$ cat src/rtl/kronos_mem_arb_pkg.sv
// Shared types for the Kronos instruction/data memory arbiter.
package kronos_mem_arb_pkg;

    typedef enum logic {
        OWNER_INSTR = 1'b0,
        OWNER_DATA  = 1'b1
    } owner_e;

    typedef struct packed {
        logic   valid;
        owner_e owner;
        logic   we;
    } inflight_t;

    localparam int unsigned MAX_MEM_LATENCY = 4;

endpackage

$ cat src/rtl/kronos_mem_arb_rsp_pipe.sv
// Response tracking shift register: one inflight_t entry per cycle, head emerges
// Depth cycles after push. Asynchronous clear drops every outstanding entry.
module kronos_mem_arb_rsp_pipe
    import kronos_mem_arb_pkg::*;
#(
    parameter int unsigned Depth = 1
) (
    input  logic      clk_i,
    input  logic      rst_ni,
    input  inflight_t push_i,
    output inflight_t head_o
);

    inflight_t stage_q [Depth];

    always_ff @(posedge clk_i or negedge rst_ni) begin
        if (!rst_ni) begin
            for (int unsigned i = 0; i < Depth; i++) begin
                stage_q[i] <= '0;
            end
        end else begin
            stage_q[0] <= push_i;
            for (int unsigned i = 1; i < Depth; i++) begin
                stage_q[i] <= stage_q[i-1];
            end
        end
    end

    assign head_o = stage_q[Depth-1];

endmodule

$ cat src/rtl/kronos_mem_arbiter.sv
// Round-robin arbiter sharing one fixed-latency SRAM between the Kronos instruction
// and data ports. Define KRONOS_MEM_ARB_PERF_EN to add saturating conflict/wait counters.
module kronos_mem_arbiter
    import kronos_mem_arb_pkg::*;
#(
    parameter int unsigned DataWidth  = 32,
    parameter int unsigned AddrWidth  = 32,
    parameter int unsigned AddrShift  = 2,
    parameter int unsigned MemLatency = 1
) (
    input  logic                 clk_i,
    input  logic                 rst_ni,
    input  logic                 instr_req_i,
    output logic                 instr_gnt_o,
    input  logic [AddrWidth-1:0] instr_addr_i,
    input  logic [DataWidth-1:0] instr_wdata_i,
    input  logic [DataWidth-1:0] instr_strb_i,
    input  logic                 instr_we_i,
    output logic [DataWidth-1:0] instr_rdata_o,
    output logic                 instr_rvalid_o,
    input  logic                 data_req_i,
    output logic                 data_gnt_o,
    input  logic [AddrWidth-1:0] data_addr_i,
    input  logic [DataWidth-1:0] data_wdata_i,
    input  logic [DataWidth-1:0] data_strb_i,
    input  logic                 data_we_i,
    output logic [DataWidth-1:0] data_rdata_o,
    output logic                 data_rvalid_o,
    output logic                 mem_req_o,
    output logic                 mem_we_o,
    output logic [AddrWidth-1:0] mem_addr_o,
    output logic [DataWidth-1:0] mem_wdata_o,
    output logic [DataWidth-1:0] mem_strb_o,
    input  logic [DataWidth-1:0] mem_rdata_i
`ifdef KRONOS_MEM_ARB_PERF_EN
    ,
    output logic [31:0]          conflict_cnt_o,
    output logic [31:0]          instr_wait_cnt_o,
    output logic [31:0]          data_wait_cnt_o
`endif
);

    if (MemLatency == 0 || MemLatency > MAX_MEM_LATENCY) begin : g_bad_latency
        $fatal(1, "kronos_mem_arbiter: MemLatency must be in 1..%0d", MAX_MEM_LATENCY);
    end

    owner_e               ptr_q, ptr_d;
    logic                 conflict;
    inflight_t            push, head;
    logic [DataWidth-1:0] instr_hold_q, data_hold_q;

    assign conflict    = instr_req_i & data_req_i;
    assign instr_gnt_o = instr_req_i & (~data_req_i | (ptr_q == OWNER_INSTR));
    assign data_gnt_o  = data_req_i & (~instr_req_i | (ptr_q == OWNER_DATA));
    assign mem_req_o   = instr_req_i | data_req_i;

    // Priority passes to the loser only when both ports collide.
    always_comb begin
        ptr_d = ptr_q;
        if (conflict) begin
            ptr_d = (ptr_q == OWNER_DATA) ? OWNER_INSTR : OWNER_DATA;
        end
    end

    always_comb begin
        mem_we_o    = 1'b0;
        mem_addr_o  = '0;
        mem_wdata_o = '0;
        mem_strb_o  = '0;
        push        = '0;
        if (instr_gnt_o) begin
            mem_we_o    = instr_we_i;
            mem_addr_o  = instr_addr_i >> AddrShift;
            mem_wdata_o = instr_wdata_i;
            mem_strb_o  = instr_strb_i;
            push        = '{valid: 1'b1, owner: OWNER_INSTR, we: instr_we_i};
        end else if (data_gnt_o) begin
            mem_we_o    = data_we_i;
            mem_addr_o  = data_addr_i >> AddrShift;
            mem_wdata_o = data_wdata_i;
            mem_strb_o  = data_strb_i;
            push        = '{valid: 1'b1, owner: OWNER_DATA, we: data_we_i};
        end
    end

    kronos_mem_arb_rsp_pipe #(
        .Depth (MemLatency)
    ) u_rsp_pipe (
        .clk_i  (clk_i),
        .rst_ni (rst_ni),
        .push_i (push),
        .head_o (head)
    );

    // Write acks pulse rvalid but leave the held read data untouched.
    always_comb begin
        instr_rvalid_o = head.valid & (head.owner == OWNER_INSTR);
        data_rvalid_o  = head.valid & (head.owner == OWNER_DATA);
        instr_rdata_o  = (instr_rvalid_o & ~head.we) ? mem_rdata_i : instr_hold_q;
        data_rdata_o   = (data_rvalid_o & ~head.we) ? mem_rdata_i : data_hold_q;
    end

    always_ff @(posedge clk_i or negedge rst_ni) begin
        if (!rst_ni) begin
            ptr_q        <= OWNER_DATA;
            instr_hold_q <= '0;
            data_hold_q  <= '0;
        end else begin
            ptr_q        <= ptr_d;
            instr_hold_q <= instr_rdata_o;
            data_hold_q  <= data_rdata_o;
        end
    end

`ifdef KRONOS_MEM_ARB_PERF_EN
    always_ff @(posedge clk_i or negedge rst_ni) begin
        if (!rst_ni) begin
            conflict_cnt_o   <= '0;
            instr_wait_cnt_o <= '0;
            data_wait_cnt_o  <= '0;
        end else begin
            if (conflict && (conflict_cnt_o != '1)) begin
                conflict_cnt_o <= conflict_cnt_o + 32'd1;
            end
            if (instr_req_i && !instr_gnt_o && (instr_wait_cnt_o != '1)) begin
                instr_wait_cnt_o <= instr_wait_cnt_o + 32'd1;
            end
            if (data_req_i && !data_gnt_o && (data_wait_cnt_o != '1)) begin
                data_wait_cnt_o <= data_wait_cnt_o + 32'd1;
            end
        end
    end
`endif

endmodule

$ cat config.mk
export PLATFORM = sky130hd
export DESIGN_NAME = kronos_mem_arbiter
export DESIGN_NICKNAME = d
export VERILOG_FILES = /design/src/rtl/kronos_mem_arb_pkg.sv /design/src/rtl/kronos_mem_arb_rsp_pipe.sv /design/src/rtl/kronos_mem_arbiter.sv
export SDC_FILE = /design/constraint.sdc
export NUM_CORES = 1
export LEC_CHECK = 0
export BUFFER_PORTS_ARGS = -buffer_cell sky130_fd_sc_hd__buf_2
export CORE_AREA = 4 4 152 154
export DETAILED_ROUTE_END_ITERATION = 10
export DIE_AREA = 0 0 156 158
export GPL_ROUTABILITY_DRIVEN = 0
export PLACE_DENSITY = 0.5
export RECOVER_POWER = 100
export SYNTH_ARGS = -nofsm -noshare
export SYNTH_HDL_FRONTEND = slang
export SYNTH_SLANG_ARGS = --single-unit
export TNS_END_PERCENT = 1
$ cat constraint.sdc
create_clock -name clk_i -period 1.95 [get_ports clk_i]
set_input_delay 0.195 -clock clk_i [delete_from_list [all_inputs] [get_ports clk_i]]
set_output_delay 0.195 -clock clk_i [all_outputs]
set_load 0.01 [all_outputs]
==> results.md <==
* Max Fanout on Critical Path at 10
* Initial Util at 17.1%
* Dpl cells at 922
* Vias in the first global route at 4,183
* Yosys reg bits at 68
* CP max stage cell: dfrtp_1
* Switching share of power at between 30% and 40%
* Slew margin rel. at 28.7%
* Final hold slack at 0.124 ns
* Initial antenna violation count at 7
* # DRC at 0
* Synth area leaders: dfrtp_1 45%, a32o_1 26%, mux2_2 19%
* Most used cell, CP: buf_6
* Post-detail-place hpwl at 16,400 um
* Pwr Density at 1180 nW/um^2
* Setup CP Type: reg2out
* Clk buf depth at 2
* Number of DRC markers in iteration 0 at 250
* Worst r2r dst: instr_hold_q[21]$_DFF_PN0_
* Core ar. at about 22,000 sq um
* Synth Cell Area at between 3000 and 4000 sq um
* CTS tree: yes
* Pin count of the biggest net entering global routing at 101
* WP data arrival at 1.77 ns
* Layout cells sized above 1 at between 70% and 80%
* Most frequent cells in the layout: 351 x buf_2, 85 x a32o_1, 67 x dfrtp_1
* Worst Skew at 0.0139 ns
* Hold Path Sink: data_hold_q[3]$_DFF_PN0_
* GRT Residual Overflow at 0
* Combinational Power Share at 53.1%
* Vias/cell at 4.55
* Power Total at 8.08 mW
* Achievable Freq at 510 MHz
* Die width at 156 um
* Worst Hold Class: in2reg
* Total vias in the final route at 4,316
* Die Y at 158 um
* Final core utilization at 31.6%
* Post-DRT Antenna Nets at 0
* Crit path required time at 1.75 ns
* Wire length of the first global-routing pass at 28,100 um
* Tmin final at 1.96 ns
* GRT Util Overall at 15.2%
* Nets at approximately 890
* WP buf/inv at 3
* Biggest area consumer among synthesized cells: dfrtp_1
* Setup TNS at -0.0749 ns
* Register area share after synthesis at 45.8%
* CTS Buf Count at 9
* Leakage Power at about 3.6 nW
* Buffers on Ports at approximately 390
* Top cell type's share of synthesized area at 45.1%
* RSZ-0062 raised after global routing: true
* VDD IR-drop max at 0.000379 V
* Slew Limit Fails at 0
* Count of different cell masters after synthesis at 19
* Setup Viol. Count Final at 16
* Syn Inst Count at between 200 and 300
* DIE AREA at 24,600 sq um
* Worst-path clk slew at 0.06 ns
* Worst-Skew Late Latency at 0.33 ns
* Final Hold Fails at 0
* Status: finished, violations left
* RR Startpoint: u_rsp_pipe.head_o[2]$_DFF_PN0_
* Worst Tran Pin Value at 1.07 ns
* Delay-heaviest family, CP: buffers and inverters
* Hold_sp: mem_rdata_i[3]
* Cell-internal power at 5.29 mW
* Sinks on Clock Net at 68
* Synth warn at 0
* Final WS setup at -0.0101 ns
* R2R depth at 5
* Power share of the clock group at 20.7%
* Tcrit/Tclk final at 101%
* Htree depth at 3
* Switching component of the power at approximately 2.8 mW
* # IOs at 396
* CP cell instances: nor3b_4 -> buf_6 -> buf_16 -> mux2_4 -> buf_6
* Root buf cell: clkbuf_16
* Placement Rows at 54
* Total detailed-routing wirelength at about 21,000 um
* DR WL/cell at 22.0 um
* Max Cap Violations at 0
* CP max stage delay at 0.41 ns
* 1st-pass router iterations at 5
* Area Overhead vs Synth at 84.3%
* Mean Syn Cell Area at 13.3 sq um
* CP Capture Type: output pin
* Commonest non-fill, non-tap cell in the layout: buf_2
* Startpoint Class: flip-flop
* R2R setup slack at 0.43 ns
* Failing checks: setup timing
* Flop pwr share at 26.2%
* Worst hold path stage count at 2
* Final Instance Count excl. Fillers at 948
==> power by group through the flow <==
stage               logic [mW]  clock network [mW]  registers [mW]
CTS                       3.99                1.74            2.10
global placement          3.50                   0            2.09
floorplan                 1.98                   0            2.07
finish                    4.30                1.67            2.12
global route              4.58                1.81            2.18
detailed placement        3.51                   0            2.12
==> cell families after synthesis <==
logic type / Yosys count / share of synthesized area (%)
AO/OA/AOI/OAI: 96 / 25.9
flip-flops: 68 / 45.8
multiplexers: 64 / 19.4
buffers and inverters: 40 / 6.43
AND/OR/NAND/NOR: 10 / 2.09
XOR/XNOR: 1 / 0.236
other: 1 / 0.101
==> flip-flops by register name, indices dropped and copies added (netlist names) <==
signal	cells
data_hold_q	32
instr_hold_q	32
ptr_q	1
u_rsp_pipe.head_o	3
==> per-stage QoR <==
| step | worst slack (ns) | area [sq um] |
|---|---|---|
| floorplan | 0.488 | 3720 |
| CTS | -0.0585 | 6620 |
| global placement | 0.265 | 5960 |
| detailed placement | 0.235 | 5960 |
| finish | -0.0101 | 6850 |
| global route | -0.0780 | 6840 |
==> cell type report <==
class / count / area, sq um
fill: 2305 / 14800
timing repair buffer: 410 / 2440
multi-input combinational: 173 / 2050
sequential: 68 / 1700
tap: 280 / 350
clock buffer: 13 / 260
clock inverter: 3 / 45.0
antenna: 1 / 2.50
==> how the worst max path moves through the flow <==
stage / depth (start not counted) / start / slack [ns] / endpoint
after detailed placement: 4 / u_rsp_pipe.head_o[1]$_DFF_PN0_ / 0.24 / instr_rdata_o[24]
after floorplan: 3 / u_rsp_pipe.head_o[1]$_DFF_PN0_ / 0.49 / instr_rdata_o[29]
after global placement: 4 / u_rsp_pipe.head_o[1]$_DFF_PN0_ / 0.26 / instr_rdata_o[24]
after CTS: 5 / u_rsp_pipe.head_o[0]$_DFF_PN0_ / -0.06 / instr_rdata_o[24]
final: 5 / u_rsp_pipe.head_o[2]$_DFF_PN0_ / -0.01 / instr_rdata_o[3]
after global routing: 5 / u_rsp_pipe.head_o[2]$_DFF_PN0_ / -0.08 / instr_rdata_o[1]
==> cells in the mapped netlist <==
cell type,n
buf_2,17
buf_4,10
xnor2_1,1
mux2_2,63
clkbuf_1,9
a21boi_2,1
nor2b_1,1
and2_1,3
mux2_1,1
nand2b_1,1
or2_2,2
dfstp_2,1
dfrtp_1,67
buf_6,4
nor3b_4,1
conb_1,1
nand3b_2,1
a32o_1,95
nand2_1,1
==> metal layers <==
layer	vias to the layer above	wire (um)	part of all wire [%]	track usage [%]
met5	-	66	0.32	0
met1	2078	7830	37	18.8
met2	266	10200	49	24.7
met4	10	580	2.8	5.21
li1	1928	-	-	-
met3	34	2250	11	5.47
==> what timing repair did <==
action	in CTS	in global routing
setup endpoints to repair	44	97
resized for setup	69	52
buffers inserted	3	2
hold buffers	1	0
pin swaps	2	1
endpoints found under the hold margin	21	0
gates cloned	2	2
Note: power is estimated with default switching activity, not from simulation.
